<file path="config.mk">
export PLATFORM = sky130hd
export DESIGN_NAME = up_down_sweep_ctrl
export DESIGN_NICKNAME = d
export VERILOG_FILES = /design/src/rtl/up_down_sweep_ctrl.sv
export SDC_FILE = /design/constraint.sdc
export NUM_CORES = 1
export LEC_CHECK = 0
export BUFFER_PORTS_ARGS = -buffer_cell sky130_fd_sc_hd__buf_4
export CELL_PAD_IN_SITES_DETAIL_PLACEMENT = 1
export CELL_PAD_IN_SITES_GLOBAL_PLACEMENT = 1
export CORE_MARGIN = 5
export CORE_UTILIZATION = 43
export DETAILED_ROUTE_END_ITERATION = 7
export MAX_ROUTING_LAYER = met4
export PLACE_DENSITY_LB_ADDON = 0.25
export SETUP_SLACK_MARGIN = 0.4
export SLEW_MARGIN = 20
export SYNTH_ARGS = -nofsm -noshare
export SYNTH_HDL_FRONTEND = slang
export SYNTH_SLANG_ARGS = --single-unit
</file>
<file path="constraint.sdc">
create_clock -name clk -period 3.75 [get_ports clk]
set_clock_uncertainty 0.15 [all_clocks]
set_input_delay 0 -clock clk [delete_from_list [all_inputs] [get_ports clk]]
set_output_delay 0 -clock clk [all_outputs]
set_load 0.05 [all_outputs]
</file>
<file path="src/rtl/up_down_sweep_ctrl.sv">
`default_nettype none
// ============================================================================
//  Module   : up_down_sweep_ctrl (with helper up_down_counter)
//  Purpose  : Command-driven sweep sequencer around an up/down counter.
//             Runs a single up ramp, a single down ramp, or a repeated
//             lo<->hi ping-pong, and holds the count whenever idle.
//  Ports    : clk, rst_n          - clock / async active-low reset
//             cmd_valid/cmd_ready - command handshake
//             cmd_mode            - 00 UP, 01 DOWN, 10 PINGPONG, 11 reserved
//             cmd_lo/cmd_hi       - unsigned sweep bounds
//             cmd_reps            - ping-pong round trips (0 treated as 1)
//             abort               - stop the current sweep
//             count               - counter value
//             busy/done/err       - status (done/err are one-cycle pulses)
//  Revision : 1.0 - initial release
// ============================================================================

// ----------------------------------------------------------------------------
//  up_down_counter: loadable up/down counter with no enable. Holding is done
//  by loading the current value back.
// ----------------------------------------------------------------------------
module up_down_counter #(
  parameter int WIDTH = 4
) (
  input  logic             clk,
  input  logic             rst_n,
  input  logic             load,
  input  logic             up_down,
  input  logic [WIDTH-1:0] data_in,
  output logic [WIDTH-1:0] count
);

  always_ff @(posedge clk or negedge rst_n) begin
    if (!rst_n) begin
      count <= '0;
    end else if (load) begin
      count <= data_in;
    end else if (up_down) begin
      count <= count + WIDTH'(1);
    end else begin
      count <= count - WIDTH'(1);
    end
  end

endmodule

module up_down_sweep_ctrl #(
  parameter int WIDTH = 4,
  parameter int REPW  = 8
) (
  input  logic             clk,
  input  logic             rst_n,
  input  logic             cmd_valid,
  output logic             cmd_ready,
  input  logic [1:0]       cmd_mode,
  input  logic [WIDTH-1:0] cmd_lo,
  input  logic [WIDTH-1:0] cmd_hi,
  input  logic [REPW-1:0]  cmd_reps,
  input  logic             abort,
  output logic [WIDTH-1:0] count,
  output logic             busy,
  output logic             done,
  output logic             err
);

  localparam logic [1:0] MODE_UP   = 2'b00;
  localparam logic [1:0] MODE_DOWN = 2'b01;
  localparam logic [1:0] MODE_PP   = 2'b10;
  localparam logic [1:0] MODE_RSVD = 2'b11;

  typedef enum logic [1:0] {
    IDLE     = 2'd0,
    RUN_UP   = 2'd1,
    RUN_DOWN = 2'd2
  } state_t;

  state_t           state, next_state;
  logic [1:0]       mode_r;
  logic [WIDTH-1:0] lo_r, hi_r;
  logic [REPW-1:0]  reps_r;

  logic             load, up_down;
  logic [WIDTH-1:0] data_in;
  logic             accept, set_done, set_err, reps_dec;

  up_down_counter #(.WIDTH(WIDTH)) u_counter (
    .clk     (clk),
    .rst_n   (rst_n),
    .load    (load),
    .up_down (up_down),
    .data_in (data_in),
    .count   (count)
  );

  assign cmd_ready = (state == IDLE) & ~abort;
  assign busy      = (state != IDLE);
  assign accept    = cmd_valid & cmd_ready;

  // Next-state and counter control. Default is "hold": reload current count.
  always_comb begin
    next_state = state;
    load       = 1'b1;
    up_down    = 1'b1;
    data_in    = count;
    set_done   = 1'b0;
    set_err    = 1'b0;
    reps_dec   = 1'b0;

    case (state)
      IDLE: begin
        if (accept) begin
          if (cmd_mode == MODE_RSVD || cmd_lo > cmd_hi) begin
            set_err = 1'b1;
          end else if (cmd_mode == MODE_DOWN) begin
            data_in    = cmd_hi;
            next_state = RUN_DOWN;
          end else begin
            data_in    = cmd_lo;
            next_state = RUN_UP;
          end
        end
      end

      RUN_UP: begin
        if (abort) begin
          next_state = IDLE;
        end else if (count != hi_r) begin
          load    = 1'b0;
          up_down = 1'b1;
        end else if (mode_r == MODE_PP && lo_r != hi_r) begin
          // Turn around at the top without a dead cycle.
          load       = 1'b0;
          up_down    = 1'b0;
          next_state = RUN_DOWN;
        end else begin
          // UP complete, or a degenerate lo==hi ping-pong.
          set_done   = 1'b1;
          next_state = IDLE;
        end
      end

      RUN_DOWN: begin
        if (abort) begin
          next_state = IDLE;
        end else if (count != lo_r) begin
          load    = 1'b0;
          up_down = 1'b0;
        end else if (mode_r == MODE_PP && reps_r > REPW'(1)) begin
          reps_dec   = 1'b1;
          load       = 1'b0;
          up_down    = 1'b1;
          next_state = RUN_UP;
        end else begin
          reps_dec   = (mode_r == MODE_PP);
          set_done   = 1'b1;
          next_state = IDLE;
        end
      end

      default: begin
        next_state = IDLE;
      end
    endcase
  end

  always_ff @(posedge clk or negedge rst_n) begin
    if (!rst_n) begin
      state  <= IDLE;
      mode_r <= MODE_UP;
      lo_r   <= '0;
      hi_r   <= '0;
      reps_r <= '0;
      done   <= 1'b0;
      err    <= 1'b0;
    end else begin
      state <= next_state;
      done  <= set_done;
      err   <= set_err;
      if (accept) begin
        mode_r <= cmd_mode;
        lo_r   <= cmd_lo;
        hi_r   <= cmd_hi;
        reps_r <= (cmd_reps == '0) ? REPW'(1) : cmd_reps;
      end else if (reps_dec) begin
        reps_r <= reps_r - REPW'(1);
      end
    end
  end

endmodule
`default_nettype wire

</file>
==> results of run 1 <==
kinds of logic after synthesis:
kind of cell | Yosys count | share of synthesized area, %
buffers and inverters | 20 | 4.303
flip-flops | 26 | 35.52
multiplexers | 17 | 9.973
adder cells (fa/ha/maj) | 13 | 9.289
AND/OR/NAND/NOR | 54 | 16.19
AO/OA/AOI/OAI | 36 | 14.69
XOR/XNOR | 21 | 10.04
worst max-delay path, delay by kind of cell (launching register included):
family,cells,cell delay [ns]
buffers and inverters,1,0.07
adder cells (fa/ha/maj),1,0.28
AO/OA/AOI/OAI,6,1.40
AND/OR/NAND/NOR,3,0.38
XOR/XNOR,1,0.27
flip-flops,1,0.47
power groups by stage:
stage / clock [µW] / combinational (µW) / sequential, µW
after global routing: 212 / 1120 / 623
after global placement: 0 / 924 / 579
after CTS: 196 / 990 / 591
after floorplan: 0 / 671 / 622
final: 200 / 1030 / 609
after detailed placement: 0 / 956 / 594
through the flow:
stage	cells	utilization [%]
finish	288	58.62
global route	288	58.62
CTS	287	58.31
detailed placement	262	51.68
global placement	262	51.68
floorplan	187	-
path summary, 6_finish.rpt:
| path | from | end | slack [ns] | cells after the start |
|---|---|---|---|---|
| worst min-delay path | rst_n | u_counter.count[3] | 0.002 | 2 |
| worst min register to register | mode_r[1] | mode_r[1] | 0.41 | 1 |
| worst max register to register | hi_r[1] | u_counter.count[3] | 0.64 | 12 |
| max in group asynchronous | rst_n | state[1] | 3.19 | 2 |
| min in group clk | cmd_valid | u_counter.count[0] | 0.22 | 5 |
| worst max-delay path | hi_r[1] | u_counter.count[3] | 0.64 | 12 |
layout by cell type, fill, tap and decap left out, drive strengths merged, types with 5 or more instances in the layout:
master       netlist  final
a21oi             13     13
buf                1     30
dfrtp             26     26
dlygate4sd3        0     21
ha                12     12
inv               15     15
mux2              10     10
mux2i              7      7
nand2             11     11
nor2              15     15
nor4               5      5
o21ai              8      8
xnor2             19     19
registers in the layout, indices dropped and copies added, names as in the netlist:
signal           count
u_counter.count      4
done                 1
mode_r               2
err                  1
lo_r                 4
state                2
reps_r               8
hi_r                 4
timing repair:
action	CTS	global route
hold buffers	21	0
gates resized for setup	1	2
endpoints found under the hold margin	48	0
endpoints found under the setup margin	1	1
layer usage:
layer  wire, µm  share of wire (%)  vias to the layer above
met5          0                  0                        -
met4        203                3.4                        0
met3        221                3.7                       15
met2       3110                 53                       45
met1       2378                 40                      837
li1           -                  -                      767
layout make-up:
| class | count | area, µm² |
|---|---|---|
| Timing Repair Buffer | 51 | 435.4 |
| Antenna cell | 1 | 2.502 |
| Clock buffer | 4 | 55.05 |
| Fill cell | 466 | 1679 |
| Tap cell | 50 | 62.56 |
| Multi-Input combinational cell | 141 | 1116 |
| Sequential cell | 26 | 650.6 |
| Inverter | 15 | 56.30 |
==> qor.yml, run 1 <==
grtUsageTotal_pct: 23.81
finalSetupViolCount: 0
powerDensity_nw_per_um2: 774.4
ys_seq_area_share_pct: 35.52
core_area_um2: 4058
clk_latency_ns: 0.29
dr.pass1.iters: 4
final_area_um2: 2379
clockRootBuffer: "clkbuf_8"
slowest_delay_ns: 0.47
gp_congestion: 0.8338
hold_violations: 0
max_slew_margin_pct: 52.58
worst_slack_ns: 0.6372
cts_tree: "done"
fin_tns_setup_ns: 0
die_h_um: 75.27
syn_area_per_cell_um2: 9.795
cts_buffer_depth: 2
drive_gt1_share_pct: 22.78
grt_setup_unrepaired: "false"
routed_wl_mm: 5.914
top_usage_layer: "met2"
row_count: 23
tightest_slew_ns: 0.7098
syn2layout_area_growth_pct: 29.85
period_needed_ns: 3.113
slew_viol_final: 0
p_int_uw: 946.9
p_clk_share_pct: 10.9
postCtsSetupRepairBufs: 0
hp-class: "in2async"
syn_area_um2: 1832
vdd_ir_drop_max_uv: 323.7
power_uw: 1842
ys_async_sr_fraction_pct: 100.0
start_util_pct: 45.14
final_nets: 273
worstSetupStartpointType: "flop"
dieArea_um2: 5665
wl_per_cell_um: 20.53
die_x_um: 75.27
synthCells: 187
use_met3_pct: 3.204
cts_buffers: 3
cp-end-kind: "flop"
grt_max_degree: 31
ys_types: 39
p_comb_share_pct: 56.1
antenna_found_initial: 1
postPlaceCellArea_um2: 2097
swShare_pct: 48.59
fmax_mhz: 321.3
grt_overflow_total: 0
worst_hold_slack_ns: 0.002429
via_count: 1664
met1_usage_pct: 26.47
period_share_pct: 83.01
drv_cap: 0
synth_area_leaders: "dfrtp_1 36%, xnor2_1 9.1%, ha_1 8.2%, mux2_2 6.1%, mux2i_1 3.8%"
worstPathRequired_ns: 3.79
cts.sinks: 26
syn-num-nets: 222
leakagePower_uw: 0.001024
dp_hpwl_mm: 3.592
grt_pass1_vias: 1845
synthTopCellsByCount: "26 x dfrtp_1, 19 x xnor2_1, 15 x inv_1, 15 x nor2_1, 13 x a21oi_1"
synth_ff_type: "dfrtp_1"
top_level_ports: 30
critical_path.slowest_cell: "dfrtp_1"
portBuffers: 29
crit_chain: "xnor2_1 -> a41oi_2 -> a31oi_1 -> nand2b_1 -> inv_1 -> ha_1 -> a21o_1 -> a21oi_2 -> nor4_1 -> a31oi_1 -> nand4_1 -> a22o_1"
seqPwrFrac_pct: 33.0
path_max_fanout: 6
dr.first_iter.drc_count: 61
crit_type: "reg2reg"
worstPathArrival_ns: 3.15
drc: 0
synth_edf_count: 0
grt_pass1_wl_mm: 9.397
p_switching_uw: 894.9
ys_ff_latch: 26
synth_top_cell_area_share_pct: 35.52
synth_top_area_cell: "dfrtp_1"
grtUsageMet2_pct: 42.36
status: "finished clean"
postRouteAntennaNets: 0
vias_per_cell: 5.778
cts.clk_slew.worst_paths_ns: 0.10
synth_warnings: 0
cts_htree_levels: 1
pre_cts_ws_ns: 0.3864
synth.most_common_cell: "dfrtp_1"
cp_common_cell: "a31oi_1"
Power figures use the tool's default switching activity.
==> inputs of run 2 (changes only) <==
==> constraint.sdc (replaced) <==
create_clock -name clk -period 3.1 [get_ports clk]
set_clock_uncertainty 0.15 [all_clocks]
set_input_delay 0 -clock clk [delete_from_list [all_inputs] [get_ports clk]]
set_output_delay 0 -clock clk [all_outputs]
set_load 0.05 [all_outputs]
==> run 2 against run 1 <==
Net effect:
- sequential cell count stayed put
- wire length is 29% higher
- die area stayed put
- final area is 17% higher
- worst hold slack better by 0.012 ns
- clock-buffer cell count stayed put
- sequential power is 35% higher
- critical path type unchanged
- largest cell class unchanged
==> qor.yml, run 2 (synthesized netlist as in run 1, its figures left out) <==
cts_buffers: 3  # unchanged
finalSetupViolCount: 0  # unchanged
period_share_pct: 91.05  # +8.0 points
crit_chain: "inv_2 -> ha_4 -> clkinvlp_4 -> a41oi_4 -> a31oi_4 -> nand2b_4 -> inv_4 -> ha_4 -> a21o_1 -> a21oi_4 -> buf_6 -> xnor2_2 -> a21oi_1 -> a22o_1"
core_area_um2: 4058  # unchanged
cts_tree: "done"
worstPathRequired_ns: 3.13  # -0.66 ns
crit_type: "reg2reg"
final_common_cell: "buf_4"
hp-class: "in2async"
status: "finished clean"
powerDensity_nw_per_um2: 1059  # +37%
clk_latency_ns: 0.28  # about the same
slowest_delay_ns: 0.42  # -0.05 ns
fillers: 414  # -11%
leakagePower_uw: 0.001196  # +17%
die_x_um: 75.27  # unchanged
vdd_ir_drop_max_uv: 690.6  # +110%
most-common-layout-cells: "49 x buf_4, 21 x dlygate4sd3_1, 18 x dfrtp_1, 14 x nor2_1"
num_antenna_cells: 0  # -1
die_h_um: 75.27  # unchanged
dp_hpwl_mm: 4.121  # +15%
grt_overflow_total: 0  # unchanged
path_max_fanout: 4  # -2
dr.pass1.iters: 4  # unchanged
grt_setup_unrepaired: "true"
power_uw: 2960  # +61%
largest-register: "reps_r"
start_util_pct: 45.14  # unchanged
syn2layout_area_growth_pct: 52.53
cp-end-kind: "flop"
top_level_ports: 30  # unchanged
drc: 0  # unchanged
routed_wl_mm: 7.641  # +29%
largest_reg_flops: 8  # unchanged
drv_cap: 0  # unchanged
grt_pass1_wl_mm: 11.25  # +20%
final_nets: 293  # +7.3%
slew_viol_final: 0  # unchanged
worstPathArrival_ns: 2.85  # -0.30 ns
portBuffers: 29  # unchanged
dieArea_um2: 5665  # unchanged
cts.sinks: 26  # unchanged
grt_max_degree: 31  # unchanged
dr.first_iter.drc_count: 123  # +100%
antenna_found_initial: 0  # -1
post-route-util_pct: 68.86  # +10 points
cp_common_cell: "ha_4"
fmax_mhz: 354.3  # +10%
vias_per_cell: 5.938  # +2.8%
cts_htree_levels: 1  # unchanged
row_count: 23  # unchanged
postRouteAntennaNets: 0  # unchanged
wl_per_cell_um: 24.89  # +21%
gp_congestion: 0.8336  # about the same
period_needed_ns: 2.823  # -0.2902 ns
via_count: 1823  # +9.6%
tightest_slew_ns: 0.7981  # +0.08834 ns
clockRootBuffer: "clkbuf_8"
critical_path.slowest_cell: "dfrtp_1"
max_slew_margin_pct: 46.68  # -5.9 points
hold_violations: 0  # unchanged
grt_pass1_vias: 2026  # +9.8%
worstSetupStartpointType: "flop"
cts_buffer_depth: 2  # unchanged
fin_tns_setup_ns: 0  # unchanged
drive_gt1_share_pct: 41.63  # +19 points
grtUsageTotal_pct: 27.99  # +4.2 points
cts.clk_slew.worst_paths_ns: 0.11  # about the same
==> run 2: layout make-up <==
class	count	area [µm²]	area share, %
clock buffer	4	55.05	1.970
inverter	15	62.56	2.239
multi-input combinational	141	1364	48.81
sequential	26	660.6	23.65
tap	50	62.56	2.239
timing repair buffer	71	589.3	21.09
==> run 2: worst paths after layout <==
path	from	to	slack, ns	depth (start not counted)
max in group asynchronous	rst_n	lo_r[2]	2.49	2
hold / removal	rst_n	hi_r[3]	0.01	2
setup reg to reg	state[0]	u_counter.count[3]	0.28	14
setup / recovery	state[0]	u_counter.count[3]	0.28	14
min in group clk	cmd_valid	u_counter.count[0]	0.19	5
hold reg to reg	mode_r[1]	mode_r[1]	0.43	1
==> run 2: per-layer routing <==
layer  GRT usage [%]  wire length (µm)  vias up
met5               -                 0        -
met4           8.544               150        0
met3           3.204               303       16
met2           50.48              4077       76
met1           32.39              3111      930
li1                -                 -      801
==> run 2: power breakdown <==
group | total, µW | internal (µW) | switching [µW]
clock | 241 | 114 | 127
sequential | 821 | 510 | 310
combinational | 1900 | 881 | 1020
==> run 2: what timing repair did <==
| item | 4_1_cts | 5_1_grt |
|---|---|---|
| pin swaps | 8 | 7 |
| gates resized for setup | 25 | 11 |
| buffers inserted | 13 | 7 |
| cloned | 0 | 0 |
| hold buffers | 21 | 0 |
| setup endpoints to repair | 1 | 1 |
| hold endpoints to repair | 47 | 0 |
==> run 2: worst max-delay path, delay by kind of cell (launching register included) <==
kind                       cells  cell delay [ns]
DFF                            1             0.42
AOI/OAI and AO/OA              6             1.05
and+or+nand+nor                1             0.18
xor gates and xnor gates       1             0.10
adders and majority gates      2             0.36
buffers and inverters          4             0.47
==> run 2: per-stage QoR <==
stage	setup slack, ns	hold WS [ns]	cells	instance area, µm²
finish	0.2775	0.01396	307	2794
global route	0.1955	0.03890	307	2794
CTS	0.3899	0.03331	300	2660
detailed placement	0.1317	-0.2105	262	2146
global placement	0.3063	-0.2161	262	2146
floorplan	0.3920	-0.4456	187	1891
